`config.mk`:
```
export PLATFORM = sky130hd
export DESIGN_NAME = stack_unit
export DESIGN_NICKNAME = d
export VERILOG_FILES = /design/src/rtl/stack_unit.sv
export SDC_FILE = /design/constraint.sdc
export NUM_CORES = 1
export LEC_CHECK = 0
export ABC_AREA = 1
export ABC_CLOCK_PERIOD_IN_PS = 3000
export CAP_MARGIN = 40
export CORE_MARGIN = 3
export CORE_UTILIZATION = 55
export DETAILED_ROUTE_END_ITERATION = 6
export GPL_TIMING_DRIVEN = 0
export PLACE_DENSITY = 0.82
export SLEW_MARGIN = 20
export SYNTH_ARGS = -nofsm -noshare
export SYNTH_HDL_FRONTEND = slang
export SYNTH_SLANG_ARGS = --single-unit
```
`constraint.sdc`:
```
create_clock -name clk -period 3 [get_ports clk]
set_input_delay 0.6 -clock clk [delete_from_list [all_inputs] [get_ports clk]]
set_output_delay 0.6 -clock clk [all_outputs]
set_load 0.02 [all_outputs]
```
`src/rtl/stack_unit.sv`:
```
// Hardware stack controller: NUM_STACKS pointers behind a register block plus a push/pop/top window
// that drives the stack RAM. Optional overflow/underflow guard is enabled by defining STACK_GUARD_EN.
module stack_unit #(
  parameter int          NUM_STACKS = 2,
  parameter int          PTR_WIDTH  = 12,
  parameter logic [15:0] REG_BASE   = 16'hFC00,
  parameter logic [15:0] WIN_BASE   = 16'hC000
) (
  input  logic                 clk,
  input  logic                 rst,
  input  logic [15:0]          addr,
  input  logic [7:0]           wdata,
  input  logic                 we,
  input  logic                 re,
  output logic [7:0]           rdata,
  output logic                 rdata_oe,
  output logic [PTR_WIDTH-1:0] bank_addr,
  output logic                 n_bank_ce,
  output logic                 irq
);

  localparam logic [PTR_WIDTH-1:0] SP_ONES = '1;
  localparam logic [PTR_WIDTH-1:0] SP_ONE  = {{(PTR_WIDTH-1){1'b0}}, 1'b1};

  logic [PTR_WIDTH-1:0]  sp [NUM_STACKS];
  logic [NUM_STACKS-1:0] en;
  logic [NUM_STACKS-1:0] ovf;
  logic [NUM_STACKS-1:0] udf;

  // Address decode; offsets below the base wrap to large values and miss the hit compare.
  logic [15:0] reg_off;
  logic [15:0] win_off;
  logic        reg_hit;
  logic        win_hit;
  logic [2:0]  reg_ch;
  logic [2:0]  win_ch;
  logic [1:0]  reg_sel;
  logic        win_port;

  assign reg_off  = addr - REG_BASE;
  assign win_off  = addr - WIN_BASE;
  assign reg_hit  = (reg_off < 16'(4 * NUM_STACKS));
  assign win_hit  = (win_off < 16'(2 * NUM_STACKS));
  assign reg_ch   = reg_off[4:2];
  assign reg_sel  = reg_off[1:0];
  assign win_ch   = win_off[3:1];
  assign win_port = win_off[0];

  // Per-channel state of the channel addressed by each decoder.
  logic [PTR_WIDTH-1:0] win_sp;
  logic                 win_en;
  logic [PTR_WIDTH-1:0] reg_sp;
  logic                 reg_en;
  logic                 reg_ovf;
  logic                 reg_udf;

  always_comb begin
    win_sp  = sp[0];
    win_en  = 1'b0;
    reg_sp  = '0;
    reg_en  = 1'b0;
    reg_ovf = 1'b0;
    reg_udf = 1'b0;
    for (int k = 0; k < NUM_STACKS; k++) begin
      if (win_ch == 3'(k)) begin
        win_sp = sp[k];
        win_en = en[k];
      end
      if (reg_ch == 3'(k)) begin
        reg_sp  = sp[k];
        reg_en  = en[k];
        reg_ovf = ovf[k];
        reg_udf = udf[k];
      end
    end
  end

  // A simultaneous we/re is a write, so a pop only happens on a pure read.
  logic push_req;
  logic pop_req;
  logic any_req;
  logic ovf_hit;
  logic udf_hit;
  logic bank_go;

  assign push_req = win_hit & win_port & we;
  assign pop_req  = win_hit & win_port & re & ~we;
  assign any_req  = win_hit & (we | re);

`ifdef STACK_GUARD_EN
  assign ovf_hit = push_req & win_en & (win_sp == '0);
  assign udf_hit = pop_req & win_en & (win_sp == SP_ONES);
  assign irq     = |(en & (ovf | udf));
`else
  assign ovf_hit = 1'b0;
  assign udf_hit = 1'b0;
  assign irq     = 1'b0;
`endif

  assign bank_go = any_req & win_en & ~ovf_hit & ~udf_hit;

  // rst also forces outputs directly so an access in flight is dropped without a clock edge.
  always_comb begin
    if (rst)          bank_addr = SP_ONES;
    else if (pop_req) bank_addr = win_sp + SP_ONE;
    else if (win_hit) bank_addr = win_sp;
    else              bank_addr = sp[0];
  end

  assign n_bank_ce = rst | ~bank_go;
  assign rdata_oe  = ~rst & re & reg_hit;

  logic [15:0] sp_ext;
  assign sp_ext = 16'(reg_sp);

  always_comb begin
    rdata = 8'h00;
    if (rdata_oe) begin
      case (reg_sel)
        2'd0:    rdata = sp_ext[7:0];
        2'd1:    rdata = sp_ext[15:8];
        2'd3:    rdata = {5'b0, reg_udf, reg_ovf, reg_en};
        default: rdata = 8'h00;
      endcase
    end
  end

  // Next pointer values for register writes; high-byte bits beyond PTR_WIDTH are dropped.
  logic [PTR_WIDTH-1:0] sp_lo_val;
  logic [PTR_WIDTH-1:0] sp_hi_val;
  logic [PTR_WIDTH-1:0] sp_cmd_val;

  always_comb begin
    sp_lo_val      = reg_sp;
    sp_lo_val[7:0] = wdata;
    sp_hi_val      = reg_sp;
    for (int b = 8; b < PTR_WIDTH; b++) begin
      sp_hi_val[b] = wdata[b-8];
    end
    if (wdata[2])                  sp_cmd_val = SP_ONES;
    else if (wdata[0] & ~wdata[1]) sp_cmd_val = reg_sp + SP_ONE;
    else if (wdata[1] & ~wdata[0]) sp_cmd_val = reg_sp - SP_ONE;
    else                           sp_cmd_val = reg_sp;
  end

  always_ff @(posedge clk or posedge rst) begin
    if (rst) begin
      for (int k = 0; k < NUM_STACKS; k++) begin
        sp[k] <= SP_ONES;
      end
      en  <= '0;
      ovf <= '0;
      udf <= '0;
    end else begin
      for (int k = 0; k < NUM_STACKS; k++) begin
        if (reg_hit && we && (reg_ch == 3'(k))) begin
          case (reg_sel)
            2'd0: sp[k] <= sp_lo_val;
            2'd1: sp[k] <= sp_hi_val;
            2'd2: sp[k] <= sp_cmd_val;
            default: begin
              en[k] <= wdata[0];
              if (wdata[1]) ovf[k] <= 1'b0;
              if (wdata[2]) udf[k] <= 1'b0;
            end
          endcase
        end
        // Empty-descending stack: push stores at sp then decrements, pop reads sp+1 then increments.
        if (win_hit && (win_ch == 3'(k))) begin
          if (bank_go && push_req) sp[k] <= win_sp - SP_ONE;
          if (bank_go && pop_req)  sp[k] <= win_sp + SP_ONE;
          if (ovf_hit)             ovf[k] <= 1'b1;
          if (udf_hit)             udf[k] <= 1'b1;
        end
      end
    end
  end

endmodule

```
---- Word-level counts from Yosys, hierarchy flattened ----
Cells that the tools add are included.
operators by class
  add/subtract/negate cells ............... 6
  order comparisons ....................... 2
  equal/unequal tests ..................... 5
  muxes and demuxes ....................... 25
  bitwise gates (word level) .............. 18
  reductions and logical operators ........ 13
operators with widths
  operator                number
  $mux 12                 17
  $pmux 12 s3             2
  $sub 16x16->16 const B  2
  $add 12x1->12 const B   2
  $pmux 8 s3              1
  $sub 12x1->12 const B   2
  $lt 16x3->1 const B     1
  $lt 16x4->1 const B     1
  $and 1x1->1             10
  $mux 8                  1
  $logic_and 1x1->1       7
  $eq 3x1->1 const B      2
  $logic_not 3->1         2
  $not 1->1               6
  $eq 2x2->1 const B      2
  $mux 1                  4
  $reduce_and 2->1        2
  $reduce_or 3->1         1
  $eq 2x1->1 const B      1
  $logic_not 2->1         1
  $or 1x1->1              2
storage, ports and cells
  register bits after elaboration ......... 26
  bits of input ports ..................... 28
  output and inout bits ................... 23

---- Depth between registers and ports, before layout ----
  depth after elaboration ................. 13
  mapped depth ............................ 18
  mapped depth without buffers ............ 17

---- Worst setup path before layout ----
Ideal clock, no wire load.
  path type ............................... input to output
  from .................................... in addr[4]
  to ...................................... out rdata[1]
  arrival ................................. 2.359 ns
  required time ........................... 2.400 ns
  path slack .............................. 0.041 ns
  cell stages on the path ................. 7
  buffers on the path ..................... 0
  cell sequence ........................... nor2_1 > nand2_1 > nor2_1 > nand3_1 > nor3_1 > inv_1 > o32ai_1
on the way
  elaborated cells on any way between the ends .. 9
  classes of those cells .................. 1 x add/sub; 1 x order compare; 1 x eq/ne; 4 x mux; 1 x bitwise; 1 x reduce/logical
RTL lines
  item                line  source
  start: declaration  11    input logic [15:0] addr,
  $sub 16x16->16      40    assign reg_off = addr - REG_BASE;
  $lt 16x4->1         42    assign reg_hit = (reg_off < 16'(4 * NUM_STACKS));
  $and 1x1->1         111   assign rdata_oe = ~rst & re & reg_hit;
  via rdata_oe        16    output logic rdata_oe,
  $mux 8              118   if (rdata_oe) begin
  end: declaration    15    output logic [7:0] rdata,
The timed path passes the listed nets, and every way through them passes these cells.

---- Worst setup path in the final report ----
  from .................................... in addr[2]
  to ...................................... out bank_addr[10]
on the way
  longest elaborated chain between the ends .. 7
  elaborated cells on any way between the ends .. 11
  classes of those cells .................. 2 x add/sub; 1 x order compare; 1 x eq/ne; 4 x mux; 3 x bitwise
ends and longest elaborated chain
  item                      line  source
  $sub 16x16->16 (*)        41    assign win_off = addr - WIN_BASE;
  $lt 16x3->1               43    assign win_hit = (win_off < 16'(2 * NUM_STACKS));
  $and 1x1->1 (3 in a row)  87    assign pop_req = win_hit & win_port & re & ~we;
  $mux 12 (*)               105   else if (pop_req) bank_addr = win_sp + SP_ONE;
  $mux 12 (*)               104   if (rst) bank_addr = SP_ONES;
  end: declaration          17    output logic [PTR_WIDTH-1:0] bank_addr,
Every way passes the cells marked *; elsewhere a longest branch is shown, timed or not.

==> metrics.cfg <==
[yosys]
synth-seq-cells=26
syn_nets=668
yosysMostFrequentCell=nand2_1
ys_seq_area_share_pct=19.0
syn_area_um2=3580
synth.top_cells.by_area=nand2_1 (21%), dfstp_2 (18%), nand3_1 (10%)
ys_async_sr_fraction_pct=100
yosysUniqueCellTypes=39
synth-main-ff-cell=dfstp_2
yosys.area.top_type=nand2_1
synth_top_area_share_pct=21.1
synth_cells=636
yosys_warnings=0
synth-edff-count=0
synthTopCellsByCount=nand2_1 (201), nand3_1 (73), nor2_1 (72)
synth_area_per_cell_um2=5.63

[sta]
period_minus_slack_ns=2.94
setup_viol=0
final.period_utilization_pct=98.1
fin_ws_ns=0.0557
worst_pin_slew_ns=0.671
skew_ns=0.00937
setup_tns_ns=0
rsz0062_at_grt=true
finalHoldViolCount=0
whs_ns=0.607
max_freq_mhz=340
slew_headroom_pct=54.8
maxSlewViolCount=0

[critical_path]
cp.required_ns=2.40
cp_slowest_cell=o21ai_4
cp.arrival_ns=2.34
path_buf_inv=3
critical_path_class=in2out
crit_chain=buf_2 > nor2_4 > nand2_4 > buf_6 > o21ai_4 > nand4_1 > nor2_4 > nand3_2 > a21oi_2 > nand2_1 > nand3_1 > buf_6
cp_slowest_stage_delay_ns=0.25
cp_max_fo=10
critical-path-top-delay-family=simple AND/OR/NAND/NOR gates
start_kind=input pin
endpoint_kind=output port

[power_and_ir_drop]
cellPowerDensity_nw_per_um2=185
irDropWorstVdd_mv=0.225
p_leak_nw=2.18
totalPowerFinal_mw=0.850

[layout]
nets=754
multi_input_area_um2=2670
syn_to_final_growth_pct=28.5
antenna_cells=0
drive_gt1_share_pct=21.8
nFillCells=505
seqCellArea_um2=681

[routing]
drtAntennaViolNets=0
drt-initial-drc-count=568
first_pass_iters=6
via_per_inst=6.21
drc=0
num_vias=4941
wl_per_cell_um=17.2
wirelength_um=13700

[grt]
grt_util_met3_pct=5.89
grt_first_pass_wirelength_um=21300
antenna_found_initial=0
globalRouteOverflowTotal=0
grt_pass1_vias=4519
grt_usage_pct=35.1
grt_max_degree=36
met1_usage_pct=46.4
top_usage_layer=met2
grtUsageMet2_pct=58.9

[floorplan]
die_y_um=86.7
die_area_um2=7510
die_w_um=86.7
rows=28
io_pins=51
start_util_pct=58.7
core_area_um2=6100

[placed_design]
dp_hpwl_um=9740
portBuffers=48
gp_congestion=0.951
pre_cts_ws_ns=-1.05

[clock_tree]
cts.sinks=26
root_buffer=clkbuf_8
clk_latency_ns=0.28
cts_buffer_depth=2
cts_tree=done
h-tree-depth=1
numCtsBuffers=3
clk_pin_slew_worst_paths_ns=0.09

[run_status]
status=finished, final reports clean

[worst_hold_path]
min_path_type=reg2reg

[flow_run]
drv_cap=0

==> sequential cells by signal, summed over array words and instances (netlist names) <==
signal  flops
en          2
sp         24
==> cells in the final DEF (no fill, tap or decap), types with 4 or more instances in the layout <==
master,instances
clkdlybuf4s50_1,11
nor2_1,65
a22oi_1,7
nand2_4,5
dfstp_2,24
inv_1,64
nand4_1,16
o211ai_1,10
nor3_1,4
clkbuf_8,4
clkbuf_2,4
o21ai_0,36
inv_2,7
nand3_1,70
a21oi_1,17
buf_4,32
nand2_2,7
buf_6,10
o21ai_1,15
nor2_4,8
dlygate4sd2_1,15
nand2_1,196
buf_2,17
or2_2,4
o21ai_2,5
xor2_1,8
nor2_2,6
==> per-layer routing <==
metal  wire length (µm)  share of wire (%)  vias up
li1                   -                  -     2274
met1               5420                 40     2282
met2               6350                 46      326
met3               1400                 10       59
met4                489                3.6        0
met5                  0                  0        -
==> area by class of cell <==
| type | instances | share of cell area (%) |
|---|---|---|
| buffer | 19 | 2.91 |
| clock buffer | 4 | 1.20 |
| inverter | 76 | 6.45 |
| multi-input combinational | 515 | 58.1 |
| sequential | 26 | 14.8 |
| tap | 75 | 2.04 |
| timing repair buffer | 80 | 14.3 |
| timing repair inverter | 1 | 0.190 |
==> worst min-delay path, stage by stage (launching register included) <==
cell	delay, ns
dfstp_2	0.38
inv_1	0.07
a21oi_1	0.06
nand2_1	0.06
nand2_1	0.04
==> where the power goes <==
part | total, mW | switching (mW) | internal (mW)
Combinational | 0.258 | 0.167 | 0.0913
Sequential | 0.353 | 0.000160 | 0.352
Clock | 0.239 | 0.122 | 0.118
==> stage by stage <==
step | std cells | util [%] | cell area (µm²)
global route | 796 | 75.5 | 4600
detailed placement | 759 | 68.1 | 4150
finish | 796 | 75.5 | 4600
global placement | 759 | 68.1 | 4150
floorplan | 636 | - | 3580
CTS | 787 | 73.7 | 4490
==> path summary, 6_finish.rpt <==
check	startpoint	endpoint	slack (ns)	depth (start not counted)
worst max register to register	sp[1]	sp[6]	0.33	16
worst min register to register	sp[9]	sp[9]	0.61	4
worst max-delay path	addr[2]	bank_addr[10]	0.06	12
worst min-delay path	sp[9]	sp[9]	0.61	4
max in group asynchronous	rst	sp[23]	1.68	2
min in group asynchronous	rst	en[0]	0.97	2
==> cells by family (layout without fill, tap and decap cells) <==
kind of cell    Yosys count  in the layout  synth area share (%)
simple gates            394            394                  48.2
compound gates          108            108                  18.2
buf+inv                  95            180                  11.1
flops                    26             26                  19.0
xor+xnor                  8              8                  1.96
fa+ha+maj                 4              4                  1.40
other cells               1              1                 0.105
==> repair_timing <==
action,in CTS,in global routing
hold buffers,0,0
pin swaps,24,15
setup buffers,23,9
cloned,1,0
gates resized for setup,136,31
endpoints found under the setup margin,22,23
Power figures use the tool's default switching activity.
